`src/rtl/div_unit.sv`:
```
// -----------------------------------------------------------------------------
// div_unit -- iterative restoring divider for div.w / mod.w / div.wu / mod.wu
//
// One restoring step per cycle on operand magnitudes. Sign fixups are applied
// on the last step, so both results are ready when done_o pulses. Nonzero
// divisors finish WIDTH+1 cycles after the start edge. A zero divisor finishes
// after 2 cycles with quotient = all ones and remainder = raw dividend.
//
// Optional build macro: DIV_FAST_SMALL_EN
//   When defined, an operation with |dividend| < |divisor| (divisor nonzero)
//   takes a 2-cycle shortcut: quotient = 0, remainder = raw dividend.
//   When undefined, such operations run the full iteration and give the same
//   numeric result.
//
// Ports:
//   clk          clock, rising edge
//   rst_n        asynchronous active-low reset
//   start_i      division request, sampled only in IDLE
//   signed_i     1 = signed operation, sampled with start_i
//   dividend_i   dividend, sampled with start_i
//   divisor_i    divisor, sampled with start_i
//   annul_i      flush: abandons any operation in progress (wins over start_i)
//   busy_o       high in every state except IDLE
//   done_o       one-cycle pulse; results valid during this cycle
//   quotient_o   quotient while done_o = 1, otherwise 0
//   remainder_o  remainder while done_o = 1, otherwise 0
// -----------------------------------------------------------------------------
module div_unit #(
  parameter int WIDTH = 32
) (
  input  logic             clk,
  input  logic             rst_n,
  input  logic             start_i,
  input  logic             signed_i,
  input  logic [WIDTH-1:0] dividend_i,
  input  logic [WIDTH-1:0] divisor_i,
  input  logic             annul_i,
  output logic             busy_o,
  output logic             done_o,
  output logic [WIDTH-1:0] quotient_o,
  output logic [WIDTH-1:0] remainder_o
);

  localparam int CW = (WIDTH > 1) ? $clog2(WIDTH) : 1;

  typedef enum logic [2:0] {
    ST_IDLE     = 3'd0,
    ST_ON       = 3'd1,
    ST_DIV_ZERO = 3'd2,
    ST_FAST     = 3'd3,
    ST_END      = 3'd4
  } state_e;

  state_e           state_q, state_d;
  logic [CW-1:0]    cnt_q, cnt_d;
  logic [WIDTH-1:0] rem_q, rem_d;   // partial remainder, final remainder in END
  logic [WIDTH-1:0] quo_q, quo_d;   // dividend magnitude shifting into quotient
  logic [WIDTH-1:0] dvs_q, dvs_d;   // divisor magnitude
  logic             negq_q, negq_d; // operand signs differ
  logic             negr_q, negr_d; // dividend negative

  // Operand magnitudes at the start edge
  logic             a_neg, b_neg;
  logic [WIDTH-1:0] a_mag, b_mag;

  always_comb begin
    a_neg = signed_i & dividend_i[WIDTH-1];
    b_neg = signed_i & divisor_i[WIDTH-1];
    a_mag = a_neg ? (~dividend_i + 1'b1) : dividend_i;
    b_mag = b_neg ? (~divisor_i + 1'b1) : divisor_i;
  end

  // Restoring step. The shifted partial remainder can need WIDTH+1 bits for
  // unsigned divisors above 2^(WIDTH-1); one extra bit catches the borrow.
  logic [WIDTH:0]   shifted;
  logic [WIDTH+1:0] diff;
  logic [WIDTH+1:0] rem_full;
  logic             borrow;
  logic [WIDTH-1:0] rem_step, quo_step;
  logic             unused_bits;

  always_comb begin
    shifted  = {rem_q, quo_q[WIDTH-1]};
    diff     = {1'b0, shifted} - {2'b00, dvs_q};
    borrow   = diff[WIDTH+1];
    // After either choice the value is below the divisor and fits WIDTH bits
    rem_full = borrow ? {1'b0, shifted} : diff;
    rem_step = rem_full[WIDTH-1:0];
    quo_step = {quo_q[WIDTH-2:0], ~borrow};
  end

  assign unused_bits = ^rem_full[WIDTH+1:WIDTH];

  always_comb begin
    state_d = state_q;
    cnt_d   = cnt_q;
    rem_d   = rem_q;
    quo_d   = quo_q;
    dvs_d   = dvs_q;
    negq_d  = negq_q;
    negr_d  = negr_q;

    case (state_q)
      ST_IDLE: begin
        if (start_i) begin
          if (divisor_i == '0) begin
            quo_d   = '1;
            rem_d   = dividend_i;
            state_d = ST_DIV_ZERO;
          end
`ifdef DIV_FAST_SMALL_EN
          else if (a_mag < b_mag) begin
            quo_d   = '0;
            rem_d   = dividend_i;
            state_d = ST_FAST;
          end
`endif
          else begin
            rem_d   = '0;
            quo_d   = a_mag;
            dvs_d   = b_mag;
            negq_d  = a_neg ^ b_neg;
            negr_d  = a_neg;
            cnt_d   = '0;
            state_d = ST_ON;
          end
        end
      end
      ST_ON: begin
        rem_d = rem_step;
        quo_d = quo_step;
        cnt_d = cnt_q + 1'b1;
        if (cnt_q == CW'(WIDTH - 1)) begin
          // Last step: apply sign fixups so END presents final values
          quo_d   = negq_q ? (~quo_step + 1'b1) : quo_step;
          rem_d   = negr_q ? (~rem_step + 1'b1) : rem_step;
          cnt_d   = '0;
          state_d = ST_END;
        end
      end
      ST_DIV_ZERO: state_d = ST_END;
      ST_FAST:     state_d = ST_END;
      ST_END:      state_d = ST_IDLE;
      default:     state_d = ST_IDLE;
    endcase

    // Flush overrides everything, including a start in IDLE
    if (annul_i) begin
      state_d = ST_IDLE;
      cnt_d   = '0;
    end
  end

  always_ff @(posedge clk or negedge rst_n) begin
    if (!rst_n) begin
      state_q <= ST_IDLE;
      cnt_q   <= '0;
      rem_q   <= '0;
      quo_q   <= '0;
      dvs_q   <= '0;
      negq_q  <= 1'b0;
      negr_q  <= 1'b0;
    end else begin
      state_q <= state_d;
      cnt_q   <= cnt_d;
      rem_q   <= rem_d;
      quo_q   <= quo_d;
      dvs_q   <= dvs_d;
      negq_q  <= negq_d;
      negr_q  <= negr_d;
    end
  end

  assign busy_o      = (state_q != ST_IDLE);
  assign done_o      = (state_q == ST_END);
  assign quotient_o  = done_o ? quo_q : '0;
  assign remainder_o = done_o ? rem_q : '0;

endmodule

```
`config.mk`:
```
export PLATFORM = sky130hd
export DESIGN_NAME = div_unit
export DESIGN_NICKNAME = d
export VERILOG_FILES = /design/src/rtl/div_unit.sv
export SDC_FILE = /design/constraint.sdc
export NUM_CORES = 1
export LEC_CHECK = 0
export ABC_AREA = 1
export CAP_MARGIN = 0
export CORE_MARGIN = 10
export CORE_UTILIZATION = 30
export DETAILED_ROUTE_END_ITERATION = 8
export PLACE_DENSITY = 0.46
export SYNTH_ARGS = -nofsm -noshare
export SYNTH_HDL_FRONTEND = slang
export SYNTH_SLANG_ARGS = --single-unit
```
`constraint.sdc`:
```
create_clock -name clk -period 9.88 [get_ports clk]
set_clock_uncertainty 0.05 [all_clocks]
set_input_delay 1.482 -clock clk [delete_from_list [all_inputs] [get_ports clk]]
set_output_delay 1.482 -clock clk [all_outputs]
set_load 0.02 [all_outputs]
```
==> results of run 1 <==
==> layout by cell type (no fill, tap or decap), drive strengths merged, types with 10 or more instances in the layout <==
master | netlist | final
nor2 | 253 | 253
nor3 | 30 | 30
nand3 | 103 | 103
clkdlybuf4s50 | 0 | 133
dfrtp | 106 | 106
a21oi | 55 | 55
a22oi | 16 | 16
xor2 | 79 | 79
nand2 | 546 | 546
nor4 | 15 | 15
ha | 38 | 38
o31ai | 14 | 14
nand4 | 28 | 28
inv | 296 | 298
xnor2 | 26 | 26
o21ai | 150 | 150
buf | 18 | 11
clkbuf | 39 | 10
==> power groups by stage <==
stage	combinational (mW)	sequential [mW]	clock (mW)
after floorplan	1.88	0.638	0
after global placement	2.50	0.690	0
after detailed placement	2.50	0.690	0
after CTS	2.52	0.682	0.407
after global routing	2.82	0.698	0.419
final	2.51	0.682	0.394
==> flip-flops by register name (all words and copies together) (netlist names) <==
| signal | cells |
|---|---|
| dvs_q | 32 |
| quo_q | 32 |
| rem_q | 32 |
| cnt_q | 5 |
| state_q | 3 |
| negq_q | 1 |
| negr_q | 1 |
==> logic make-up (layout without fill, tap and decap cells) <==
family | count (synthesis) | in the layout | synth area share
xor+xnor | 105 | 105 | 0.0807
compound gates | 273 | 273 | 0.141
simple gates | 988 | 988 | 0.378
buf+inv | 354 | 456 | 0.124
fa+ha+maj | 39 | 39 | 0.0435
flops | 106 | 106 | 0.233
==> metrics by stage <==
stage / setup WS, ns / std cells / total power [mW]
after detailed placement: 4.39 / 2463 / 3.19
final: 4.80 / 2478 / 3.59
after global placement: 4.59 / 2463 / 3.19
after global routing: 4.30 / 2478 / 3.94
after floorplan: 6.37 / 1865 / 2.51
after CTS: 4.79 / 2478 / 3.61
==> final timing paths <==
kind | start | endpoint | slack (ns) | cells past startpoint
min in group asynchronous | rst_n | dvs_q[8]$_DFFE_PN0P_ | 1.08 | 1
min reg2reg | state_q[2]$_DFFE_PN0P_ | state_q[2]$_DFFE_PN0P_ | 0.42 | 1
max | divisor_i[1] | dvs_q[19]$_DFFE_PN0P_ | 4.80 | 16
min | state_q[2]$_DFFE_PN0P_ | state_q[2]$_DFFE_PN0P_ | 0.42 | 1
max in group asynchronous | rst_n | quo_q[5]$_DFFE_PN0P_ | 7.40 | 2
max reg2reg | dvs_q[28]$_DFFE_PN0P_ | quo_q[30]$_DFFE_PN0P_ | 4.92 | 22
==> cell type report <==
type                            count  area, µm²  share of cell area
Timing Repair Buffer              144       1410               0.105
Tap cell                          511        639              0.0475
Clock buffer                       10        239              0.0177
Sequential cell                   106       2650               0.197
Clock inverter                      5       60.1             0.00446
Multi-Input combinational cell   1405       7340               0.545
Inverter                          297       1120              0.0830
==> metal layers <==
metal | global-route usage | up-vias | part of all wire
met2 | 0.315 | 323 | 0.45
met1 | 0.270 | 5632 | 0.47
li1 | - | 6109 | -
met4 | 0.0555 | 0 | 0.019
met3 | 0.0257 | 40 | 0.054
met5 | 0 | - | 0
==> flow_metrics.py, run 1 <==
metrics = {
    "power": {
        "power.density_nw_per_um2": 266,
        "seq_power_share": 0.190,
        "peakVddDrop_mv": 0.113,
        "switching_share": 0.567,
        "p_clk_frac": 0.110,
        "p_int_mw": 1.55,
        "power.switching_mw": 2.04,
        "comb_power_share": 0.700,
        "power_leakage_nw": 6.53,
    },
    "yosys": {
        "synth.area.top_cells": "dfrtp_1 (23%), nand2_1 (17%), inv_1 (9.5%), nor2_1 (7.6%), xor2_1 (6.1%)",
        "async_reset_ff_frac": 1.00,
        "yosys.area.top_type": "dfrtp_1",
        "synth.most_common_cell": "nand2_1",
        "synth_top_cells_by_count": "nand2_1 (512), inv_1 (289), nor2_1 (230), o21ai_0 (134), dfrtp_1 (106)",
        "synth-main-ff-cell": "dfrtp_1",
        "synthCells": 1865,
        "syn_area_um2": 11400,
        "synth_top_area_frac": 0.233,
        "avgSynthCellArea_um2": 6.11,
        "synth_nets": 1973,
        "ys_ff_latch": 106,
        "synth_cell_types": 57,
        "ys_seq_area_frac": 0.233,
        "synth_edf_count": 0,
        "yosys_warnings": 0,
    },
    "finish": {
        "fill_cells": 4235,
        "fin_util": 0.358,
        "syn_to_final_growth_pct": 18.1,
        "layout-drive-gt1-share": 0.0590,
        "stdcell_area_um2": 13500,
        "diodes": 0,
        "finish.net_count": 2071,
    },
    "route": {
        "finalWirelength_um": 46000,
        "vias": 12100,
        "ant_nets": 0,
        "firstDrtPassIters": 5,
        "avgViaCountPerCell": 4.88,
        "wl_per_cell_um": 18.5,
        "drt_iter0_markers": 1018,
        "drc": 0,
    },
    "global_routing": {
        "grt-ovfl-total": 0,
        "grt_pass1_vias": 12000,
        "grt_usage": 0.196,
        "grt_max_degree": 65,
        "antenna_found_initial": 0,
        "grt_pass1_wl_um": 70800,
    },
    "worst_setup_path": {
        "slowest_stage": "nand3_1",
        "crit_path_cell_trace": "clkdlybuf4s50_1 -> inv_1 -> ha_1 -> nand4_1 -> nor3_1 -> nand3_1 -> nor3_1 -> nand3_1 -> inv_2 -> nor2_1 -> inv_1 -> nor2_1 -> buf_4 -> inv_1 -> buf_4 -> o21ai_0",
        "critPathRequiredTime_ns": 10.08,
        "arrival_ns": 5.28,
        "path_max_fanout": 44,
        "cp_common_cell": "inv_1",
        "crit_family": "buffers and inverters",
        "cp_slowest_stage_delay_ns": 0.57,
        "critPathLaunchType": "input pin",
        "end_kind": "register",
        "worst-setup-path-type": "input pin to register",
        "crit_buf_inv": 7,
    },
    "hold_path": {
        "hold_path_class": "register to register",
    },
    "place": {
        "gp_congestion": 0.947,
        "placed_area_um2": 13200,
        "dp_hpwl_um": 37500,
        "io_buffer_count": 134,
    },
    "clocking": {
        "cts_buffers": 9,
        "cts_root_buffer": "clkbuf_16",
        "htree_levels": 3,
        "clock_latency_ns": 0.40,
        "clk_pin_slew_worst_paths_ns": 0.07,
        "postCtsHoldBufs": 0,
        "clock-sinks": 106,
        "post_cts_resize_count": 0,
        "postCtsSetupRepairBufs": 0,
        "tritoncts": "yes",
        "clock_path_buffers": 2,
    },
    "floorplanning": {
        "placementRows": 71,
        "die_w_um": 215,
        "core_region_area_um2": 37600,
        "initial_core_util": 0.303,
        "die_y_um": 215,
        "io_pins": 135,
        "dieArea_um2": 46200,
    },
    "outcome": {
        "outcome": "finished clean",
    },
    "timing": {
        "setup_violations": 0,
        "whs_ns": 0.423,
        "max_slew.worst_pin.slew_ns": 0.947,
        "min_period_ns": 5.08,
        "max_slew_margin": 0.363,
        "fin_crit_sh": 0.515,
        "slew_violations": 0,
        "setup_tns_ns": 0,
        "rsz0062_at_grt": "no",
        "fmax_mhz": 197,
        "hold_viol": 0,
    },
    "flow_run": {
        "max_cap_violations": 0,
    },
}
No activity file was read; power rests on OpenSTA's default activity.
==> run 2, diff against run 1 <==
--- a/config.mk
+++ b/config.mk
@@ -10,7 +10,7 @@
 export CORE_MARGIN = 10
 export CORE_UTILIZATION = 30
 export DETAILED_ROUTE_END_ITERATION = 8
-export PLACE_DENSITY = 0.46
+export PLACE_DENSITY = 0.48
 export SYNTH_ARGS = -nofsm -noshare
 export SYNTH_HDL_FRONTEND = slang
 export SYNTH_SLANG_ARGS = --single-unit
==> constraint.sdc (replaced) <==
create_clock -name clk -period 4.6 [get_ports clk]
set_clock_uncertainty 0.05 [all_clocks]
set_input_delay 0.69 -clock clk [delete_from_list [all_inputs] [get_ports clk]]
set_output_delay 0.69 -clock clk [all_outputs]
set_load 0.02 [all_outputs]
==> flow_metrics.py, run 2 (synthesized netlist as in run 1, its figures left out) <==
metrics = {
    "outcome": {
        "outcome": "finished clean",
    },
    "floorplanning": {
        "io_pins": 135,
        "placementRows": 71,
        "initial_core_util": 0.303,
        "core_region_area_um2": 37600,
        "die_y_um": 215,
        "die_w_um": 215,
        "dieArea_um2": 46200,
    },
    "finish": {
        "fin_util": 0.361,
        "stdcell_area_um2": 13600,
        "fill_cells": 4175,
        "diodes": 0,
        "reg.largest.list": "dvs_q: 32 flops, quo_q: 32 flops, rem_q: 32 flops",
        "layout-drive-gt1-share": 0.0638,
        "final_cell_mix": "nand2_1 (512), inv_1 (289), nor2_1 (228)",
        "finish.net_count": 2079,
        "syn_to_final_growth_pct": 19.0,
        "final_common_cell": "nand2_1",
    },
    "hold_path": {
        "hold_path_class": "input pin to asynchronous set/reset pin",
    },
    "place": {
        "io_buffer_count": 134,
        "gp_congestion": 0.914,
        "placed_area_um2": 13300,
        "dp_hpwl_um": 38800,
    },
    "global_routing": {
        "grt_max_degree": 62,
        "antenna_found_initial": 0,
        "grt-ovfl-total": 0,
        "grt_pass1_vias": 11900,
        "grt_usage": 0.199,
        "grt_pass1_wl_um": 71500,
    },
    "flow_run": {
        "max_cap_violations": 0,
    },
    "worst_setup_path": {
        "path_max_fanout": 16,
        "critPathRequiredTime_ns": 4.81,
        "arrival_ns": 4.36,
        "critPathLaunchType": "register",
        "end_kind": "register",
        "worst-setup-path-type": "register to register",
    },
    "route": {
        "firstDrtPassIters": 5,
        "drt_iter0_markers": 866,
        "ant_nets": 0,
        "avgViaCountPerCell": 4.94,
        "drc": 0,
        "wl_per_cell_um": 19.0,
        "vias": 12300,
        "finalWirelength_um": 47200,
    },
    "power": {
        "peakVddDrop_mv": 0.296,
        "power_leakage_nw": 6.58,
        "power.density_nw_per_um2": 579,
    },
    "clocking": {
        "cts_buffers": 9,
        "clk_pin_slew_worst_paths_ns": 0.08,
        "postCtsSetupRepairBufs": 0,
        "clock_path_buffers": 2,
        "tritoncts": "yes",
        "htree_levels": 3,
        "cts_root_buffer": "clkbuf_16",
        "clock-sinks": 106,
        "clock_latency_ns": 0.39,
        "postCtsHoldBufs": 0,
    },
    "timing": {
        "hold_viol": 0,
        "fin_crit_sh": 0.901,
        "setup_tns_ns": 0,
        "rsz0062_at_grt": "no",
        "max_slew_margin": 0.303,
        "min_period_ns": 4.14,
        "max_slew.worst_pin.slew_ns": 1.04,
        "whs_ns": 0.351,
        "slew_violations": 0,
        "fmax_mhz": 241,
        "setup_violations": 0,
    },
}
run 2: cell types whose count changed in the layout (fill, tap and decap cells not counted):
cell	change
clkinvlp_4	+1
inv_6	+1
buf_4	+6
buf_12	+2
clkinv_2	-1
nor3_1	-1
nor3_2	+1
run 2: per-stage QoR:
step	std cells	total power [mW]	worst slack [ns]
5_1_grt	2487	8.56	0.0566
6_report	2487	7.85	0.457
4_1_cts	2487	7.85	0.455
3_3_place_gp	2471	6.95	0.391
2_1_floorplan	1865	5.40	1.09
3_5_place_dp	2471	6.95	0.378
run 2: what timing repair did:
action | CTS | global route
endpoints found under the setup margin | 0 | 1
endpoints found under the hold margin | 0 | 0
resized for setup | 0 | 1
run 2: layout make-up:
class | count | area (µm²) | area share
tap | 511 | 639 | 0.0471
timing repair buffer | 152 | 1500 | 0.110
clock buffer | 10 | 239 | 0.0176
clock inverter | 6 | 71.3 | 0.00526
sequential | 106 | 2650 | 0.196
inverter | 297 | 1120 | 0.0824
multi-input combinational | 1405 | 7350 | 0.542
run 2: worst max-delay path, stage by stage (launching register included):
cell and delay, ns:
dfrtp_1 0.39, inv_1 0.13, ha_1 0.31, nand2_1 0.13, inv_1 0.05, nand2_1 0.06, nand2_1 0.07, nand2_1 0.14
a21oi_4 0.09, nor2_8 0.29, nand2_8 0.09, inv_4 0.07, ha_1 0.19, nand4_1 0.15, nor3_2 0.22, nand3_1 0.14
nor2_1 0.22, nand4_1 0.17, nand2_1 0.11, o21ai_0 0.18, a21oi_1 0.25, o21ai_0 0.14, xor2_1 0.17, a21oi_1 0.13
a21oi_1 0.08
run 2: power breakdown:
group | switching (mW) | total (mW) | internal, mW
logic | 3.80 | 5.54 | 1.74
clock network | 0.430 | 0.874 | 0.444
registers | 0.240 | 1.44 | 1.20
total | 4.47 | 7.85 | 3.38
run 2: path summary, 6_finish.rpt:
path,startpoint,to,slack [ns],cells past startpoint
worst max register to register,dvs_q[19]$_DFFE_PN0P_,quo_q[30]$_DFFE_PN0P_,0.46,24
worst max-delay path,dvs_q[19]$_DFFE_PN0P_,quo_q[30]$_DFFE_PN0P_,0.46,24
worst min-delay path,rst_n,dvs_q[10]$_DFFE_PN0P_,0.35,1
worst min register to register,state_q[2]$_DFFE_PN0P_,state_q[2]$_DFFE_PN0P_,0.42,1
max in group asynchronous,rst_n,rem_q[17]$_DFFE_PN0P_,3.32,2
min in group clk,state_q[2]$_DFFE_PN0P_,state_q[2]$_DFFE_PN0P_,0.42,1
run 2: metal layers:
layer  track usage  up-vias  routed length (µm)
met5             0        -                   0
met4        0.0577        0                1110
met3        0.0338       46                2700
met2         0.316      326               21400
met1         0.270     5790               22000
li1              -     6132                   -
==> run 3, diff against run 2 <==
--- a/config.mk
+++ b/config.mk
@@ -7,6 +7,7 @@
 export LEC_CHECK = 0
 export ABC_AREA = 1
 export CAP_MARGIN = 0
+export CORE_ASPECT_RATIO = 0.75
 export CORE_MARGIN = 10
 export CORE_UTILIZATION = 30
 export DETAILED_ROUTE_END_ITERATION = 8
==> flow_metrics.py, run 3 (synthesized netlist as in run 1, its figures left out) <==
metrics = {
    "floorplanning": {
        "io_pins": 135,
        "die_w_um": 245,
        "initial_core_util": 0.305,
        "core_region_area_um2": 37300,
        "dieArea_um2": 46300,
        "die_y_um": 189,
        "placementRows": 61,
    },
    "route": {
        "avgViaCountPerCell": 5.08,
        "finalWirelength_um": 48600,
        "drt_iter0_markers": 1257,
        "drc": 0,
        "ant_nets": 0,
        "wl_per_cell_um": 19.6,
        "firstDrtPassIters": 5,
        "vias": 12600,
    },
    "power": {
        "power_leakage_nw": 6.61,
        "power.density_nw_per_um2": 581,
        "peakVddDrop_mv": 0.238,
    },
    "worst_setup_path": {
        "cp_common_cell": "nand2_1",
        "cp_slowest_stage_delay_ns": 0.44,
        "crit_buf_inv": 2,
        "worst-setup-path-type": "register to register",
        "worstSetupPathDepth": 25,
        "slowest_stage": "dfrtp_1",
        "crit_family": "simple AND/OR/NAND/NOR gates",
        "arrival_ns": 4.41,
        "critPathRequiredTime_ns": 4.81,
        "r2r_cells": 25,
        "path_max_fanout": 16,
        "critPathLaunchType": "register",
        "end_kind": "register",
    },
    "global_routing": {
        "grt_pass1_wl_um": 73800,
        "grt-ovfl-total": 0,
        "grt_pass1_vias": 11800,
        "antenna_found_initial": 1,
        "grt_usage": 0.207,
        "grt_max_degree": 47,
    },
    "finish": {
        "multiInputGateArea_um2": 7350,
        "layout-drive-gt1-share": 0.0666,
        "fill_cells": 4178,
        "final_cell_mix": "nand2_1 (512), inv_1 (289), nor2_1 (228)",
        "syn_to_final_growth_pct": 19.1,
        "finish.net_count": 2085,
        "final_common_cell": "nand2_1",
        "stdcell_area_um2": 13600,
        "ff_latch_area_um2": 2650,
        "stdcell_count": 2486,
        "diodes": 0,
        "fin_util": 0.364,
        "reg.largest.list": "dvs_q: 32 flops, quo_q: 32 flops, rem_q: 32 flops",
    },
    "clocking": {
        "clock-sinks": 106,
        "clock_latency_ns": 0.39,
        "clk_pin_slew_worst_paths_ns": 0.09,
        "tritoncts": "yes",
        "cts_buffers": 9,
        "htree_levels": 3,
        "cts_root_buffer": "clkbuf_16",
        "postCtsHoldBufs": 0,
        "clock_path_buffers": 2,
    },
    "timing": {
        "setup_violations": 0,
        "max_slew.worst_pin.slew_ns": 0.916,
        "layout_setup_ws_ns": 0.402,
        "hold_viol": 0,
        "min_period_ns": 4.20,
        "fin_crit_sh": 0.913,
        "fmax_mhz": 238,
        "max_slew_margin": 0.389,
        "setup_tns_ns": 0,
        "slew_violations": 0,
        "rsz0062_at_grt": "no",
    },
    "place": {
        "io_buffer_count": 134,
        "dp_worst_setup_slack_ns": 0.321,
        "dp_hpwl_um": 40100,
        "gp_congestion": 0.938,
        "dp_cells": 2469,
        "placed_area_um2": 13300,
    },
    "flow_run": {
        "max_cap_violations": 0,
    },
    "outcome": {
        "outcome": "finished clean",
    },
    "hold_path": {
        "hold_path_class": "input pin to asynchronous set/reset pin",
    },
}
-- run 3: cell count changes in the layout (fill, tap and decap cells not counted) --
cell        change
buf_4           +7
clkinv_4        +2
inv_6           -2
buf_12          -1
bufinv_16       -1
clkinv_8        +1
clkinvlp_4      -1
inv_8           +1
-- run 3: metal layers --
metal | GRT usage | wire length [µm] | part of all wire | up-vias
met5 | 0 | 0 | 0 | -
met4 | 0.0358 | 508 | 0.010 | 0
met3 | 0.0489 | 4430 | 0.091 | 29
met2 | 0.289 | 19500 | 0.40 | 461
met1 | 0.314 | 24100 | 0.50 | 5995
li1 | - | - | - | 6139
-- run 3: where the power goes --
part	internal (mW)	total, mW	leakage [nW]	switching [mW]
combinational	1.73	5.60	5.16	3.87
sequential	1.20	1.45	1.31	0.257
clock	0.396	0.838	0.144	0.442
total	3.33	7.89	6.61	4.57
-- run 3: stage by stage --
stage / total power [mW] / hold WS (ns)
3_3_place_gp: 6.99 / 0.409
3_5_place_dp: 6.97 / 0.415
6_report: 7.89 / 0.271
4_1_cts: 7.85 / 0.280
2_1_floorplan: 5.40 / 0.344
5_1_grt: 8.62 / 0.314
-- run 3: layout make-up --
class                           count  area share
Tap cell                          504      0.0464
Sequential cell                   106       0.195
Clock inverter                      6     0.00451
Clock buffer                       10      0.0176
Timing Repair Buffer              158       0.113
Multi-Input combinational cell   1405       0.541
Inverter                          297      0.0823
-- run 3: final timing paths --
path | startpoint | to | slack (ns)
min in group clk | state_q[2]$_DFFE_PN0P_ | state_q[2]$_DFFE_PN0P_ | 0.43
max in group asynchronous | rst_n | quo_q[27]$_DFFE_PN0P_ | 3.24
worst max register to register | rem_q[2]$_DFFE_PN0P_ | quo_q[30]$_DFFE_PN0P_ | 0.40
worst max-delay path | rem_q[2]$_DFFE_PN0P_ | quo_q[30]$_DFFE_PN0P_ | 0.40
worst min register to register | state_q[2]$_DFFE_PN0P_ | state_q[2]$_DFFE_PN0P_ | 0.43
worst min-delay path | rst_n | rem_q[26]$_DFFE_PN0P_ | 0.27
-- run 3: worst reg2reg max path, cell delays in order, from the launching register on --
cell,delay (ns)
dfrtp_1,0.44
ha_1,0.40
nand2_2,0.12
inv_1,0.04
nand2_1,0.06
nand2_1,0.08
nand2_1,0.08
nand3_2,0.12
nand2_2,0.11
nand2_4,0.07
nand2_8,0.14
nand2_8,0.10
inv_4,0.07
ha_1,0.18
nand4_1,0.14
nor3_2,0.23
nand3_1,0.14
nor2_1,0.26
nand4_1,0.19
nand2_1,0.11
o21ai_0,0.17
a21oi_1,0.23
o21ai_0,0.15
xor2_1,0.16
a21oi_1,0.13
a21oi_1,0.09
-- run 3: repair_timing --
| action | 4_1_cts | 5_1_grt |
|---|---|---|
| setup endpoints to repair | 0 | 2 |
| resized for setup | 0 | 1 |
| setup buffers | 0 | 1 |
